$ cat config.mk
export PLATFORM = sky130hd
export DESIGN_NAME = alien_fleet
export DESIGN_NICKNAME = d
export VERILOG_FILES = /design/src/rtl/alien_fleet.sv
export SDC_FILE = /design/constraint.sdc
export NUM_CORES = 1
export LEC_CHECK = 0
export BUFFER_PORTS_ARGS = -buffer_cell sky130_fd_sc_hd__buf_4
export CAP_MARGIN = 30
export CORE_MARGIN = 4
export CORE_UTILIZATION = 40
export DETAILED_ROUTE_END_ITERATION = 10
export PLACE_DENSITY = 0.57
export SLEW_MARGIN = 20
export SYNTH_ARGS = -nofsm -noshare
export SYNTH_HDL_FRONTEND = slang
export SYNTH_SLANG_ARGS = --single-unit
export TNS_END_PERCENT = 5
$ cat constraint.sdc
create_clock -name clk_i -period 4.18 [get_ports clk_i]
set_input_delay 0.418 -clock clk_i [delete_from_list [all_inputs] [get_ports clk_i]]
set_output_delay 0.418 -clock clk_i [all_outputs]
set_load 0.03 [all_outputs]
$ cat src/rtl/alien_fleet.sv
// alien_fleet: enemy-side game block. Owns a ROWS x COLS alien grid that marches across the
// playfield, resolves the player bullet against the grid, draws the alien layer and keeps score.
//
// Ports:
//   clk_i            system clock
//   rst_ni           asynchronous active-low reset
//   bullet_x_i/_y_i  player bullet left/top edge
//   bullet_active_i  player bullet in flight
//   x_pixel_i/_y_i   current scan pixel
//   bullet_hit_o     registered one-cycle hit pulse back to the player
//   alien_color_o    combinational alien-layer colour, 0 when not on a live alien
//   score_o          accumulated points, saturating at 1023
//   wave_clear_o     high while the cleared wave is being held
//   invaded_o        high once the fleet has reached the invasion line (terminal)
module alien_fleet #(
   parameter int unsigned ROWS         = 3,
   parameter int unsigned COLS         = 8,
   parameter int unsigned COL_PITCH    = 64,
   parameter int unsigned ROW_PITCH    = 32,
   parameter int unsigned ALIEN_W      = 48,
   parameter int unsigned ALIEN_H      = 24,
   parameter int unsigned START_X      = 64,
   parameter int unsigned START_Y      = 48,
   parameter int unsigned STEP         = 8,
   parameter int unsigned DROP_STEP    = 16,
   parameter int unsigned MOVE_DELAY   = 5000000,
   parameter int unsigned CLEAR_HOLD   = 50000000,
   parameter int unsigned SCREEN_WIDTH = 640,
   parameter int unsigned INVASION_Y   = 400,
   parameter int unsigned BULLET_WIDTH = 4
) (
   input  logic        clk_i,
   input  logic        rst_ni,
   input  logic [9:0]  bullet_x_i,
   input  logic [9:0]  bullet_y_i,
   input  logic        bullet_active_i,
   input  logic [9:0]  x_pixel_i,
   input  logic [9:0]  y_pixel_i,
   output logic        bullet_hit_o,
   output logic [23:0] alien_color_o,
   output logic [9:0]  score_o,
   output logic        wave_clear_o,
   output logic        invaded_o
);

   localparam int unsigned N   = ROWS * COLS;
   localparam int unsigned IW  = (N > 1) ? $clog2(N) : 1;
   localparam int unsigned RIW = (ROWS > 1) ? $clog2(ROWS) : 1;
   localparam int unsigned CW  = $clog2(COL_PITCH);
   localparam int unsigned RW  = $clog2(ROW_PITCH);
   localparam int unsigned MCW = $clog2(MOVE_DELAY + 2);
   localparam int unsigned HCW = $clog2(CLEAR_HOLD + 2);

   // 12-bit working width holds every coordinate sum without wrap.
   localparam logic [11:0] FleetW    = 12'(COLS * COL_PITCH);
   localparam logic [11:0] FleetH    = 12'(ROWS * ROW_PITCH);
   localparam logic [11:0] ColMask   = 12'(COL_PITCH - 1);
   localparam logic [11:0] RowMask   = 12'(ROW_PITCH - 1);
   localparam logic [11:0] AlienW    = 12'(ALIEN_W);
   localparam logic [11:0] AlienH    = 12'(ALIEN_H);
   localparam logic [11:0] StepW     = 12'(STEP);
   localparam logic [11:0] ScreenW   = 12'(SCREEN_WIDTH);
   localparam logic [11:0] InvasionY = 12'(INVASION_Y);
   localparam logic [11:0] HalfBullet = 12'(BULLET_WIDTH / 2);

   typedef enum logic [1:0] {StMarch, StCleared, StOver} state_e;

   typedef struct packed {
      logic           valid;  // point lies inside an alien box (alive or not)
      logic [RIW-1:0] row;
      logic [IW-1:0]  idx;
   } cell_t;

   // Shared cell math for the bullet tip and the scan pixel.
   function automatic cell_t locate(input logic [11:0] x, input logic [11:0] y,
                                    input logic [11:0] fx, input logic [11:0] fy);
      cell_t       c;
      logic [11:0] ox, oy, colw, roww;
      logic        in_grid;
      ox      = x - fx;
      oy      = y - fy;
      in_grid = (x >= fx) && (x < fx + FleetW) && (y >= fy) && (y < fy + FleetH);
      colw    = ox >> CW;
      roww    = oy >> RW;
      c.valid = in_grid && ((ox & ColMask) < AlienW) && ((oy & RowMask) < AlienH);
      c.row   = RIW'(roww);
      c.idx   = IW'(roww * 12'(COLS) + colw);
      return c;
   endfunction

   state_e          state_q, state_d;
   logic [9:0]      fleet_x_q, fleet_x_d;
   logic [9:0]      fleet_y_q, fleet_y_d;
   logic            dir_q, dir_d;  // 1 = moving right
   logic [N-1:0]    alive_q, alive_d;
   logic [MCW-1:0]  move_cnt_q, move_cnt_d;
   logic [HCW-1:0]  hold_cnt_q, hold_cnt_d;
   logic            lockout_q, lockout_d;
   logic            bullet_hit_q, bullet_hit_d;
   logic [9:0]      score_q, score_d;

   cell_t       tip_cell, pix_cell;
   logic        hit_now;
   logic [9:0]  points;
   logic [10:0] score_sum;
   logic [11:0] fleet_bottom;
   logic        right_blocked, left_blocked;

   assign tip_cell = locate({2'b00, bullet_x_i} + HalfBullet, {2'b00, bullet_y_i},
                            {2'b00, fleet_x_q}, {2'b00, fleet_y_q});
   assign pix_cell = locate({2'b00, x_pixel_i}, {2'b00, y_pixel_i},
                            {2'b00, fleet_x_q}, {2'b00, fleet_y_q});

   assign hit_now = (state_q == StMarch) && bullet_active_i && !lockout_q &&
                    tip_cell.valid && alive_q[tip_cell.idx];

   assign fleet_bottom  = {2'b00, fleet_y_q} + FleetH;
   assign right_blocked = ({2'b00, fleet_x_q} + StepW + FleetW) > ScreenW;
   assign left_blocked  = {2'b00, fleet_x_q} < StepW;

   always_comb begin
      points = 10'd10;
      if (tip_cell.row == RIW'(0)) begin
         points = 10'd30;
      end else if (tip_cell.row == RIW'(1)) begin
         points = 10'd20;
      end
   end

   assign score_sum = {1'b0, score_q} + {1'b0, points};

   // FSM: state register
   always_ff @(posedge clk_i or negedge rst_ni) begin
      if (!rst_ni) begin
         state_q <= StMarch;
      end else begin
         state_q <= state_d;
      end
   end

   // FSM: next state. An empty grid wins over the invasion check.
   always_comb begin
      state_d = state_q;
      unique case (state_q)
         StMarch: begin
            if (alive_q == '0) begin
               state_d = StCleared;
            end else if (fleet_bottom >= InvasionY) begin
               state_d = StOver;
            end
         end
         StCleared: begin
            if (hold_cnt_q == '0) begin
               state_d = StMarch;
            end
         end
         StOver:  state_d = StOver;
         default: state_d = StMarch;
      endcase
   end

   // FSM: outputs
   always_comb begin
      wave_clear_o = 1'b0;
      invaded_o    = 1'b0;
      unique case (state_q)
         StCleared: wave_clear_o = 1'b1;
         StOver:    invaded_o    = 1'b1;
         default:   ;
      endcase
   end

   // Datapath next state
   always_comb begin
      fleet_x_d    = fleet_x_q;
      fleet_y_d    = fleet_y_q;
      dir_d        = dir_q;
      alive_d      = alive_q;
      move_cnt_d   = move_cnt_q;
      hold_cnt_d   = hold_cnt_q;
      lockout_d    = lockout_q;
      bullet_hit_d = 1'b0;
      score_d      = score_q;

      if (!bullet_active_i) begin
         lockout_d = 1'b0;
      end

      if (state_q == StMarch) begin
         hold_cnt_d = HCW'(CLEAR_HOLD);
         if (move_cnt_q == '0) begin
            move_cnt_d = MCW'(MOVE_DELAY);
            // An edge event drops and reverses without moving sideways.
            if ((dir_q && right_blocked) || (!dir_q && left_blocked)) begin
               fleet_y_d = fleet_y_q + 10'(DROP_STEP);
               dir_d     = !dir_q;
            end else if (dir_q) begin
               fleet_x_d = fleet_x_q + 10'(STEP);
            end else begin
               fleet_x_d = fleet_x_q - 10'(STEP);
            end
         end else begin
            move_cnt_d = move_cnt_q - 1'b1;
         end

         if (hit_now) begin
            alive_d[tip_cell.idx] = 1'b0;
            bullet_hit_d          = 1'b1;
            lockout_d             = 1'b1;
            score_d               = (score_sum > 11'd1023) ? 10'd1023 : score_sum[9:0];
         end
      end else if (state_q == StCleared) begin
         if (hold_cnt_q == '0) begin
            fleet_x_d  = 10'(START_X);
            fleet_y_d  = 10'(START_Y);
            dir_d      = 1'b1;
            alive_d    = '1;
            move_cnt_d = MCW'(MOVE_DELAY);
         end else begin
            hold_cnt_d = hold_cnt_q - 1'b1;
         end
      end
   end

   always_ff @(posedge clk_i or negedge rst_ni) begin
      if (!rst_ni) begin
         fleet_x_q    <= 10'(START_X);
         fleet_y_q    <= 10'(START_Y);
         dir_q        <= 1'b1;
         alive_q      <= '1;
         move_cnt_q   <= MCW'(MOVE_DELAY);
         hold_cnt_q   <= HCW'(CLEAR_HOLD);
         lockout_q    <= 1'b0;
         bullet_hit_q <= 1'b0;
         score_q      <= '0;
      end else begin
         fleet_x_q    <= fleet_x_d;
         fleet_y_q    <= fleet_y_d;
         dir_q        <= dir_d;
         alive_q      <= alive_d;
         move_cnt_q   <= move_cnt_d;
         hold_cnt_q   <= hold_cnt_d;
         lockout_q    <= lockout_d;
         bullet_hit_q <= bullet_hit_d;
         score_q      <= score_d;
      end
   end

   // Alien layer colour; dead aliens are drawn black.
   always_comb begin
      alien_color_o = 24'h000000;
      if (pix_cell.valid && alive_q[pix_cell.idx]) begin
         if (pix_cell.row == RIW'(0)) begin
            alien_color_o = 24'hFF00FF;
         end else if (pix_cell.row == RIW'(1)) begin
            alien_color_o = 24'h00FFFF;
         end else begin
            alien_color_o = 24'hFFFF00;
         end
      end
   end

   assign bullet_hit_o = bullet_hit_q;
   assign score_o      = score_q;

endmodule

==> After elaboration in Yosys (flattened, before gate mapping) <==
Cells that the tools add are included.
{ "word_totals": {"elab_cells": 145, "reg_bits": 108, "ram_bits": 0, "input_bits": 43, "n_memories": 0, "out_inout_bits": 37, "mem_bits_ro": 0, "latchBits": 0} }
{ "op_classes": {"mul": 0, "muxes": 50, "n_addsub": 17, "div": 0, "eq_ne": 11, "reduce_logical": 36, "n_lt_le_gt_ge": 19, "shifts": 0, "bitwise": 2} }
{ "ops": {"columns": ["cell", "n"], "rows": [
  ["2-to-1 mux 24 bit", 7],
  ["2-to-1 mux 10 bit", 12],
  ["2-to-1 mux 23 bit", 4],
  ["2-to-1 mux 26 bit", 3],
  ["less-than comparator 10 x 11 -> 1 bit", 3],
  ["greater-or-equal comparator 10 bit", 3],
  ["logical NOT 26 bit", 1],
  ["subtractor 26 x 1 -> 26 bit (second input constant)", 1],
  ["AND 24 bit", 1],
  ["logical NOT 24 bit", 1],
  ["NOT 24 bit", 1],
  ["logical NOT 23 bit", 1],
  ["subtractor 23 x 1 -> 23 bit (second input constant)", 1],
  ["logical AND 1 bit", 18],
  ["2-to-1 mux 1 bit", 15],
  ["subtractor 7 bit", 2],
  ["adder 11 x 10 -> 12 bit (second input constant)", 1],
  ["greater-than comparator 12 x 10 -> 1 bit (second input constant)", 1],
  ["less-than comparator 11 x 12 -> 1 bit", 1],
  ["less-than comparator 5 x 6 -> 1 bit (second input constant)", 2],
  ["less-than comparator 6 bit (second input constant)", 2],
  ["adder 10 x 10 -> 11 bit", 1],
  ["adder 10 x 10 -> 11 bit (second input constant)", 1],
  ["adder 10 x 2 -> 11 bit (second input constant)", 1],
  ["other kinds (31)", 51]
]} }

==> Logic depth before layout (Yosys ltp) <==
Gate-level depths: netlist of the first run.
{ "depth": {"ltp_word": 11, "mapped_depth": 20, "depth_no_buf": 18} }

==> Worst setup path before layout of the first run <==
OpenSTA, ideal clock, no wires.
{ "synth_path": {"kind": "register to output", "startpoint": "register fleet_x_q[6]", "endpoint": "output port alien_color_o[1]", "slack_ns": -0.583, "path_stages_with_launch": 14, "path_buffers": 3, "arrival_ns": 4.345, "t_required_ns": 3.762, "cell_sequence": "dfstp_2 clkbuf_1 inv_1 ha_1 xnor2_1 clkbuf_1 mux2i_1 o211ai_1 o221ai_1 mux2i_1 o21a_1 a21oi_1 nor4bb_1 buf_4"} }
{ "synth_between": {"elab_chain_len": 9, "elab_cells_between_ends": 14, "classes_between": "3 x add/sub; 2 x order compare; 3 x mux; 6 x reduce/logical"} }
{ "synth_rtl": {"columns": ["element", "line", "source"], "rows": [
  ["start: declaration", "92", "logic [9:0] fleet_x_q, fleet_x_d;"],
  ["start signal: assignment", "227", "fleet_x_q <= 10'(START_X);"],
  ["start signal: assignment", "237", "fleet_x_q <= fleet_x_d;"],
  ["branches (longest 7 deep; another with subtractor 10 x 10 -> 11 bit)", null, null],
  ["logical AND 1 bit (*)", "252", "if (pix_cell.valid && alive_q[pix_cell.idx]) begin"],
  ["2-to-1 mux 24 bit (*)", "252", null],
  ["end: declaration", "40", "output logic [23:0] alien_color_o,"]
]} }
Every way passes the cells marked *. The select of a mux whose other input is x is not followed.

==> Worst setup path in the final report of the first run <==
{ "layout_path": {"startpoint": "register fleet_y_q[5]", "endpoint": "output port alien_color_o[1]"} }
{ "layout_between": {"elab_chain_len": 7, "elab_cells_between_ends": 17, "classes_between": "3 x add/sub; 2 x order compare; 1 x eq/ne; 5 x mux; 6 x reduce/logical"} }
{ "layout_rtl": {"columns": ["element", "line", "source"], "rows": [
  ["start: declaration", "93", "logic [9:0] fleet_y_q, fleet_y_d;"],
  ["start signal: assignment", "228", "fleet_y_q <= 10'(START_Y);"],
  ["start signal: assignment", "238", "fleet_y_q <= fleet_y_d;"],
  ["branches (longest 6 deep; another with subtractor 7 bit)", null, null],
  ["2-to-1 mux 24 bit (*)", "252", null]
]} }
Marks and branches as above.

==> reports/metrics.yaml, run 1 <==
sta:
  max_freq_mhz: 255
  post-route-min-period_ns: 3.93
  worst_slew_pin_slew_ns: 0.679
  setup_viol: 0
  rsz0062_at_grt: "true"
  fin_crit_sh: 0.940
  final_max_slew_viol_count: 0
  hold_viol_final: 0
  final.setup_skew_ns: 0.00967
  relSlewSlack: 0.547
  setup_slack_ns: 0.252
floorplan:
  fp-row-count: 50
  io_pins: 80
  dieArea_sq_um: 21400
  start_util: 0.407
  fp.dieH_um: 146
  core_sq_um: 18800
  die-width_um: 146
finish:
  antennaDiodeCount: 0
  post-route-util: 0.473
  stdcell_count: 1156
  n_fill_cell: 1847
  fin_nets: 1021
  area_growth_pct: 16.1
  drive_gt1_frac: 0.234
  multiInputGateArea_sq_um: 4640
  register_area_sq_um: 2590
synthesis:
  synthesis.nets: 948
  synth_seq_cells: 101
  syn_inst: 844
  ys_types: 72
  async_flop_share: 1.00
  synth_area_per_cell_sq_um: 9.05
  synth-edff-count: 0
  ys_seq_area_frac: 0.339
  synth_flop_cell: "dfrtp_1"
  synth_area_sq_um: 7640
  yosysWarnings: 0
grt:
  overflow: 0
  grt_max_degree: 69
  grt_pass1_vias: 6177
  antenna_found_initial: 0
  grt_pass1_wl_um: 33100
  grt_util_all_layers: 0.186
critical_path:
  cp_max_fo: 11
  cp.arrival_ns: 3.51
  worstSetupEndpointType: "output pin"
  r2r_cells: 15
  critPathKind: "flip-flop to output pin"
  worstPathRequired_ns: 3.76
  start_kind: "flip-flop"
drt:
  drt_iter0_markers: 271
  routed_via_density: 5.52
  drc: 0
  ant_nets: 0
  post_drt_wl_per_cell_um: 16.8
  vias: 6385
  drt_pass1_iterations: 4
  drt_wl_total_um: 19400
cts:
  h-tree-depth: 3
  cts_tree: "built"
  clock_sinks: 101
  clock_path_buffers: 2
  cts-root-buf: "clkbuf_16"
  clk_pin_slew_worst_paths_ns: 0.08
  cts_inserted_buffers: 9
  clk_latency_ns: 0.36
  cts_setup_buffers: 0
worst_hold_path:
  holdPathStages: 3
  hp-class: "primary input to flip-flop"
placed_design:
  place_hpwl_um: 14700
  port_buffers: 70
  gp_congestion: 0.848
  pre_cts_ws_ns: -0.0795
  place_inst: 1138
power_and_ir_drop:
  cellPowerDensity_nw_per_um2: 254
  leakagePower_uw: 0.00380
  vdd_drop_max_v: 0.000199
status:
  status: "completed"
job:
  maxCapViolCount: 0
## synth_stat cells, types with 3 or more instances
| cell | count | area, sq um |
|---|---|---|
| a21oi_1 | 33 | 165 |
| mux2i_1 | 33 | 330 |
| nand2_1 | 71 | 267 |
| a21o_1 | 8 | 60.1 |
| a31oi_1 | 9 | 56.3 |
| nor4b_1 | 6 | 52.6 |
| buf_4 | 21 | 158 |
| inv_1 | 36 | 135 |
| nor2_1 | 78 | 293 |
| or4_1 | 6 | 45.0 |
| xor2_1 | 13 | 114 |
| nand2b_1 | 9 | 56.3 |
| dfstp_2 | 48 | 1260 |
| nand4_1 | 9 | 56.3 |
| a211oi_1 | 3 | 22.5 |
| nand3_1 | 23 | 115 |
| and3_1 | 8 | 50.1 |
| o31ai_1 | 11 | 82.6 |
| o21ai_0 | 49 | 245 |
| mux4_2 | 4 | 90.1 |
| buf_6 | 4 | 45.0 |
| or4_4 | 3 | 33.8 |
| nand3b_1 | 3 | 22.5 |
| nor3_1 | 26 | 130 |
| clkbuf_1 | 23 | 86.3 |
| dfrtp_1 | 53 | 1330 |
| and2_1 | 7 | 43.8 |
| o41ai_1 | 5 | 43.8 |
| o32a_1 | 25 | 250 |
| ha_1 | 60 | 751 |
| nor2b_1 | 10 | 62.6 |
| o211ai_1 | 6 | 45.0 |
| o21bai_1 | 7 | 52.6 |
| or3_1 | 13 | 81.3 |
| or2_2 | 7 | 43.8 |
| o21a_1 | 8 | 60.1 |
| mux2_2 | 7 | 78.8 |
| xnor2_1 | 39 | 342 |
| nor4_1 | 16 | 100 |
## path summary, 6_finish.rpt
| check | start | end | slack (ns) |
|---|---|---|---|
| setup / recovery | fleet_y_q[5] | alien_color_o[1] | 0.25 |
| hold / removal | bullet_active_i | lockout_q | 0.27 |
| setup reg to reg | fleet_x_q[6] | alive_q[15] | 0.47 |
| hold reg to reg | lockout_q | lockout_q | 0.48 |
| max in group asynchronous | rst_ni | move_cnt_q[18] | 3.05 |
| min in group asynchronous | rst_ni | fleet_y_q[6] | 0.48 |
## critical path, stage by stage (launching register included)
cell	delay (ns)
dfstp_2	0.67
inv_1	0.16
ha_1	0.29
nor3_1	0.29
xnor2_1	0.20
ha_1	0.29
a21oi_1	0.15
a21boi_0	0.14
nor4_2	0.36
nor4bb_4	0.25
buf_4	0.19
buf_4	0.17
## per-stage QoR
step                total power [uW]  hold slack [ns]  cell area [sq um]  TNS [ns]
detailed placement              1370            0.461               8500     -1.79
global placement                1370            0.456               8500    -0.621
global route                    2370            0.268               8870  -0.00931
floorplan                       1230            0.122               7660         0
CTS                             2280            0.200               8810         0
finish                          2250            0.272               8870         0
## final cells by class
cell class,count,share of cell area
timing repair buffer,114,0.100
tap,234,0.0330
sequential,101,0.292
clock buffer,9,0.0254
clock inverter,7,0.0103
inverter,37,0.0157
multi-input combinational,654,0.523
## sequential cells by signal, indices dropped and copies added (netlist names)
register	count
hold_cnt_q	26
alive_q	24
move_cnt_q	23
score_o	10
fleet_x_q	7
fleet_y_q	6
state_q	2
bullet_hit_o	1
dir_q	1
lockout_q	1
## repair_timing
| item | CTS | global route |
|---|---|---|
| setup endpoints to repair | 0 | 33 |
| endpoints found under the hold margin | 0 | 11 |
| gates resized for setup | 0 | 8 |
| hold buffers | 0 | 1 |
## placed cells by master (no fill, tap or decap), types with 8 or more instances in the layout
cell type and instances:
nor2b_1 10, inv_1 35, dfrtp_1 52, a21o_1 8
clkbuf_16 9, nand3_1 23, o21ai_0 48, nand2b_1 9
o21a_1 8, nor4_1 15, nand4_1 9, buf_4 111
mux2i_1 33, o31ai_1 11, ha_1 60, xnor2_1 39
and3_1 8, a21oi_1 31, o32a_1 25, nor3_1 26
or3_1 13, nor2_1 78, a31oi_1 9, nand2_1 71
dfstp_2 48, xor2_1 13
## routing by layer
layer	vias up	GRT usage	wire length, um
li1	3221	-	-
met1	3022	0.265	9480
met2	129	0.297	8830
met3	13	0.0351	820
met4	0	0.0405	235
met5	-	0	0
## kinds of logic after synthesis
logic type	synth area share
compound gates	0.171
flops	0.339
xor+xnor	0.0617
mux	0.0653
simple gates	0.204
fa+ha+maj	0.101
buf+inv	0.0583
## report_power, final
group	total, uW	switching, uW	internal, uW
logic	380	217	163
registers	979	0	979
clock network	893	455	438
total	2250	672	1580
Power figures use the tool's default switching activity.
==> run 2, diff against run 1 <==
Settings changed: CORE_MARGIN 4 to 1.
==> run 2 against run 1 <==
Critical path depth increased by 4. Count of clock-buffer cells in the layout increased by 2. Non-clock buffer count increased by 3. Maximum frequency decreased by 0.29%. Clock power decreased by 4.3%. Hold slack got worse by 0.18 ns. Sequential share of layout area increased by 0.066 points. Final area decreased by 0.23%. Routed wire length decreased by 1.8%. Largest cell class unchanged. Largest power group unchanged. Highest routed layer unchanged.
==> reports/metrics.yaml, run 2 (synthesis gave the netlist of run 1 again) <==
drt:
  vias: 6343  # was 6385
  drc: 0  # unchanged
  post_drt_wl_per_cell_um: 16.4  # was 16.8 um
  routed_via_density: 5.47  # was 5.52
  ant_nets: 0  # unchanged
  drt_pass1_iterations: 4  # unchanged
  drt_wl_total_um: 19000  # was 19400 um
  drt_iter0_markers: 276  # was 271
finish:
  fin_nets: 1024  # was 1021
  post-route-util: 0.473  # about the same
  reg.largest.list: "hold_cnt_q x26, alive_q x24, move_cnt_q x23"  # unchanged
  largest_register_ffs: 26  # unchanged
  n_fill_cell: 1796  # was 1847
  stdcell_count: 1159  # was 1156
  layout_common_cells: "buf_4, nor2_1, nand2_1"  # unchanged
  registers.top_by_ff_count: "hold_cnt_q"  # unchanged
  area_growth_pct: 15.8  # was 16.1%
  final_common_cell: "buf_4"  # unchanged
  antennaDiodeCount: 0  # unchanged
  drive_gt1_frac: 0.238  # was 0.234
  postLayoutCellArea_sq_um: 8850  # was 8870 sq um
cts:
  clk_latency_ns: 0.35  # was 0.36 ns
  h-tree-depth: 3  # unchanged
  clock_path_buffers: 2  # unchanged
  cts_inserted_buffers: 9  # unchanged
  cts_hold_buf: 0  # unchanged
  clk_pin_slew_worst_paths_ns: 0.07  # was 0.08 ns
  clock_sinks: 101  # unchanged
  cts-root-buf: "clkbuf_16"  # unchanged
  cts_tree: "built"  # unchanged
sta:
  rsz0062_at_grt: "false"  # was true
  hold_viol_final: 0  # unchanged
  worst_slew_pin_slew_ns: 0.718  # was 0.679 ns
  fin_crit_sh: 0.942  # was 0.940
  setup_viol: 0  # unchanged
  max_freq_mhz: 254  # was 255 MHz
  final.setup_skew_ns: 0.0110  # was 0.00967 ns
  relSlewSlack: 0.521  # was 0.547
  final_max_slew_viol_count: 0  # unchanged
  post-route-min-period_ns: 3.94  # was 3.93 ns
  setup_slack_ns: 0.241  # was 0.252 ns
power_and_ir_drop:
  p_int_uw: 1600  # was 1580 uW
  leakagePower_uw: 0.00380  # about the same
  power_switching_uw: 618  # was 672 uW
  power.total_uw: 2220  # was 2250 uW
  swShare: 0.279  # was 0.298
  sequentialPowerShare: 0.442  # was 0.435
  cellPowerDensity_nw_per_um2: 250  # was 254 nW/um^2
  vdd_drop_max_v: 0.000179  # was 0.000199 V
  comb_power_share: 0.172  # was 0.169
  p_clk_frac: 0.386  # was 0.396
grt:
  grt_pass1_wl_um: 30900  # was 33100 um
  antenna_found_initial: 0  # unchanged
  grt_util_all_layers: 0.199  # was 0.186
  overflow: 0  # unchanged
  grt_pass1_vias: 5899  # was 6177
  grt_max_degree: 48  # was 69
job:
  maxCapViolCount: 0  # unchanged
critical_path:
  r2r_slack_ns: 0.40  # was 0.47 ns
  slowest_stage: "xor2_2"  # was dfstp_2
  worstSetupEndpointType: "flip-flop"  # was output pin
  start_kind: "primary input"  # was flip-flop
  cp_cell_sequence: "buf_4 > ha_1 > and3_1 > xor2_1 > ha_1 > nand2_1 > o21ai_2 > xor2_2 > mux2i_1 > mux4_2 > mux2_2 > o22ai_4 > nand4_1 > buf_12 > o32a_1"  # was inv_1 > ha_1 > nor3_1 > xnor2_1 > ha_1 > a21oi_1 > a21boi_0 > nor4_2 > nor4bb_4 > buf_4 > buf_4
  worstPathRequired_ns: 4.45  # was 3.76 ns
  cpPeakStageDelay_ns: 0.60  # was 0.67 ns
  critPathKind: "primary input to flip-flop"  # was flip-flop to output pin
  cpMostUsedCell: "ha_1"
  cp.arrival_ns: 4.21  # was 3.51 ns
  cp_max_fo: 29  # was 11
  r2r_cells: 16  # was 15
floorplan:
  fp.dieH_um: 140  # was 146 um
  core_sq_um: 18700  # was 18800 sq um
  start_util: 0.408  # was 0.407
  die-width_um: 140  # was 146 um
  io_pins: 80  # unchanged
  fp-row-count: 50  # unchanged
  dieArea_sq_um: 19700  # was 21400 sq um
placed_design:
  pre_cts_ws_ns: -0.0994  # was -0.0795 ns
  place_hpwl_um: 14500  # was 14700 um
  port_buffers: 70  # unchanged
  place_inst: 1141  # was 1138
  place_area_sq_um: 8520  # was 8500 sq um
  gp_congestion: 0.827  # was 0.848
status:
  status: "completed"  # unchanged
worst_hold_path:
  hp-class: "primary input to async pin"  # was primary input to flip-flop
run 2: stage by stage:
step                hold WS, ns  TNS [ns]
global placement          0.457     -1.28
floorplan                 0.122         0
detailed placement        0.460     -2.35
CTS                       0.113         0
finish                   0.0900         0
global route              0.130         0
run 2: per-layer routing:
| metal | GRT usage | up-vias | share of wire |
|---|---|---|---|
| li1 | - | 3215 | - |
| met1 | 0.276 | 3000 | 0.49 |
| met2 | 0.331 | 119 | 0.47 |
| met3 | 0.0246 | 9 | 0.032 |
| met4 | 0.0416 | 0 | 0.0079 |
| met5 | 0 | - | 0 |
run 2: power groups by stage:
stage	combinational (uW)	sequential [uW]	clock [uW]
floorplan	229	996	0
global placement	378	996	0
detailed placement	377	996	0
CTS	382	979	892
global route	422	979	916
finish	382	979	855
run 2: worst max-delay path: cells and delay by family:
family / cells / cell delay [ns]
muxes: 3 / 0.95
xor gates and xnor gates: 2 / 0.76
AOI/OAI and AO/OA: 3 / 0.71
adders and majority gates: 2 / 0.55
and+or+nand+nor: 3 / 0.48
buffers and inverters: 2 / 0.33
run 2: final cells by class:
type	count	area [sq um]	area share
inverter	37	139	0.0157
timing repair buffer	117	891	0.101
clock buffer	11	254	0.0287
tap	234	293	0.0331
clock inverter	5	50.0	0.00565
multi-input combinational	654	4640	0.524
sequential	101	2590	0.292
run 2: path summary, 6_finish.rpt:
| path | start | endpoint |
|---|---|---|
| setup / recovery | bullet_x_i[1] | alive_q[6] |
| min in group clk_i | bullet_active_i | lockout_q |
| setup reg to reg | fleet_x_q[4] | alive_q[6] |
| max in group asynchronous | rst_ni | move_cnt_q[22] |
| hold / removal | rst_ni | fleet_y_q[6] |
| hold reg to reg | lockout_q | lockout_q |
run 2: timing repair:
| item | in CTS | in global routing |
|---|---|---|
| endpoints found under the setup margin | 24 | 24 |
| pin swaps | 0 | 1 |
| gates resized for setup | 2 | 5 |
| setup buffers | 0 | 2 |
==> run 3, diff against run 2 <==
Settings changed: CORE_ASPECT_RATIO set to 0.8.
==> run 3 against run 2 <==
First-iteration DRC count is 36% higher. Die area about the same. Hold slack better by 0.19 ns. Clock power rose by 4.9%. Utilization increased by 0.95 points. Final area up 0.57%. Count of clock-buffer cells in the layout down 2. Total power up 1.9%.
==> reports/metrics.yaml, run 3 (synthesis gave the netlist of run 1 again) <==
cts:
  h-tree-depth: 3  # unchanged
  cts-root-buf: "clkbuf_16"  # unchanged
  clk_pin_slew_worst_paths_ns: 0.07  # about the same
  clock_sinks: 101  # unchanged
  clk_latency_ns: 0.36  # was 0.35 ns
  cts_inserted_buffers: 9  # unchanged
  cts_tree: "built"  # unchanged
  clock_path_buffers: 2  # unchanged
finish:
  area_growth_pct: 16.5  # was 15.8%
  register_area_sq_um: 2590  # about the same
  drive_gt1_frac: 0.236  # was 0.238
  n_fill_cell: 1794  # was 1796
  reg.largest.list: "hold_cnt_q x26, alive_q x24, move_cnt_q x23"  # unchanged
  postLayoutCellArea_sq_um: 8900  # was 8850 sq um
  registers.top_by_ff_count: "hold_cnt_q"  # unchanged
  largest_register_ffs: 26  # unchanged
  multiInputGateArea_sq_um: 4670  # was 4640 sq um
  layout_common_cells: "buf_4, nor2_1, nand2_1"  # unchanged
  final_common_cell: "buf_4"  # unchanged
  fin_nets: 1018  # was 1024
  antennaDiodeCount: 0  # unchanged
floorplan:
  fp.dieH_um: 126  # was 140 um
  core_sq_um: 18400  # was 18700 sq um
  io_pins: 80  # unchanged
  start_util: 0.414  # was 0.408
  dieArea_sq_um: 19700  # about the same
  die-width_um: 157  # was 140 um
  fp-row-count: 44  # was 50
worst_hold_path:
  hold_path_end: "lockout_q"
  hp-class: "primary input to flip-flop"  # was primary input to async pin
  hp-start: "bullet_active_i"
  holdPathStages: 3
sta:
  relSlewSlack: 0.555  # was 0.521
  post-route-min-period_ns: 3.99  # was 3.94 ns
  final.setup_skew_ns: 0.0121  # was 0.0110 ns
  fin_crit_sh: 0.953  # was 0.942
  hold_slack_ns: 0.280  # was 0.0900 ns
  worst_slew_pin_slew_ns: 0.662  # was 0.718 ns
  max_freq_mhz: 251  # was 254 MHz
  rsz0062_at_grt: "false"  # unchanged
  final_max_slew_viol_count: 0  # unchanged
  hold_viol_final: 0  # unchanged
  setup_viol: 0  # unchanged
  setup_slack_ns: 0.195  # was 0.241 ns
critical_path:
  worstPathRequired_ns: 3.76  # was 4.45 ns
  critPathBufInv: 4  # was 2
  cpPeakStageDelay_ns: 0.50  # was 0.60 ns
  slowest_stage: "mux4_2"  # was xor2_2
  r2r_start: "fleet_x_q[4]"  # unchanged
  r2r_cells: 17  # was 16
  cp_cell_sequence: "inv_1 > ha_1 > o21a_1 > o21a_1 > buf_4 > or2_2 > a211oi_1 > a21oi_1 > mux4_2 > a21oi_4 > nor4bb_4 > buf_4 > buf_4"  # was buf_4 > ha_1 > and3_1 > xor2_1 > ha_1 > nand2_1 > o21ai_2 > xor2_2 > mux2i_1 > mux4_2 > mux2_2 > o22ai_4 > nand4_1 > buf_12 > o32a_1
  r2r_slack_ns: 0.27  # was 0.40 ns
  start_kind: "flip-flop"  # was primary input
  crit_path_start: "fleet_x_q[4]"  # was bullet_x_i[1]
  timing.rr.end: "alive_q[12]"  # was alive_q[6]
  cp_max_fo: 13  # was 29
  critPathKind: "flip-flop to output pin"  # was primary input to flip-flop
  cpMostUsedCell: "buf_4"  # was ha_1
  worstSetupEndpointType: "output pin"  # was flip-flop
  cp.arrival_ns: 3.57  # was 4.21 ns
  critPathTopFamily: "compound AO/OA/AOI/OAI gates"  # was multiplexers
grt:
  grt_max_degree: 42  # was 48
  overflow: 0  # unchanged
  antenna_found_initial: 0  # unchanged
  grt_util_all_layers: 0.199  # about the same
  grt_pass1_wl_um: 31200  # was 30900 um
  grt_pass1_vias: 5926  # was 5899
drt:
  drc: 0  # unchanged
  routed_via_density: 5.46  # was 5.47
  drt_wl_total_um: 19000  # about the same
  drt_iter0_markers: 376  # was 276
  top_layer_used: "met4"  # unchanged
  post_drt_wl_per_cell_um: 16.2  # was 16.4 um
  met2_length_um: 8160  # was 8920 um
  ant_nets: 0  # unchanged
  wl_met3_um: 963  # was 600 um
  m1WireLength_um: 9750  # was 9350 um
  drt_pass1_iterations: 5  # was 4
  vias: 6398  # was 6343
power_and_ir_drop:
  power.total_uw: 2260  # was 2220 uW
  cellPowerDensity_nw_per_um2: 254  # was 250 nW/um^2
  vdd_drop_max_v: 0.000161  # was 0.000179 V
  leakagePower_uw: 0.00380  # about the same
placed_design:
  gp_congestion: 0.831  # was 0.827
  pre_cts_ws_ns: -0.0680  # was -0.0994 ns
  place_hpwl_um: 14300  # was 14500 um
  place_area_sq_um: 8480  # was 8520 sq um
  port_buffers: 70  # unchanged
job:
  maxCapViolCount: 0  # unchanged
status:
  status: "completed"  # unchanged
==> run 3: cell count changes in the layout (fill, tap and decap cells not counted), moves of 2 or more <==
| cell | change |
|---|---|
| nor2_1 | -2 |
| inv_8 | +2 |
| nor2_2 | +2 |
| clkinvlp_4 | +2 |
| buf_4 | -9 |
==> run 3: area by class of cell <==
class	instances	area share
Multi-Input combinational cell	654	0.524
Clock inverter	7	0.00984
Tap cell	253	0.0356
Timing Repair Buffer	111	0.0987
Sequential cell	101	0.291
Clock buffer	9	0.0253
Inverter	37	0.0156
==> run 3: timing repair <==
action / in CTS / in global routing
hold endpoints to repair: 16 / 0
setup endpoints to repair: 9 / 50
hold buffers: 1 / 0
buffers inserted: 1 / 3
pin swaps: 1 / 6
cloned: 0 / 1
resized for setup: 1 / 11
==> run 3: metal layers <==
metal	GRT usage	vias to the layer above
met5	0	-
met4	0.0329	0
met3	0.0341	20
met2	0.290	136
met1	0.310	3031
li1	-	3211
==> run 3: per-stage QoR <==
| step | utilization | setup TNS (ns) | instances |
|---|---|---|---|
| after floorplan | - | 0 | 844 |
| after global placement | 0.460 | 0 | 1150 |
| after detailed placement | 0.460 | -1.47 | 1150 |
| after CTS | 0.478 | 0 | 1168 |
| after global routing | 0.483 | 0 | 1172 |
| final | 0.483 | 0 | 1172 |
==> run 3: worst max-delay path by stage <==
| stage | depth (start not counted) | slack, ns | endpoint |
|---|---|---|---|
| finish | 13 | 0.19 | alien_color_o[0] |
| global route | 14 | 0.01 | alien_color_o[7] |
| CTS | 13 | 0.01 | alien_color_o[2] |
| detailed placement | 20 | -0.07 | alive_q[10] |
| global placement | 20 | 0.006 | alive_q[2] |
| floorplan | 19 | 0.11 | alive_q[15] |
==> run 3: worst min-delay path, cell delays in order <==
cell,delay [ns]
buf_4,0.09
nand2_1,0.04
nand2_1,0.05
==> run 3: power by group <==
part / internal (uW) / switching (uW)
registers: 979 / 0
logic: 164 / 219
clock network: 480 / 418
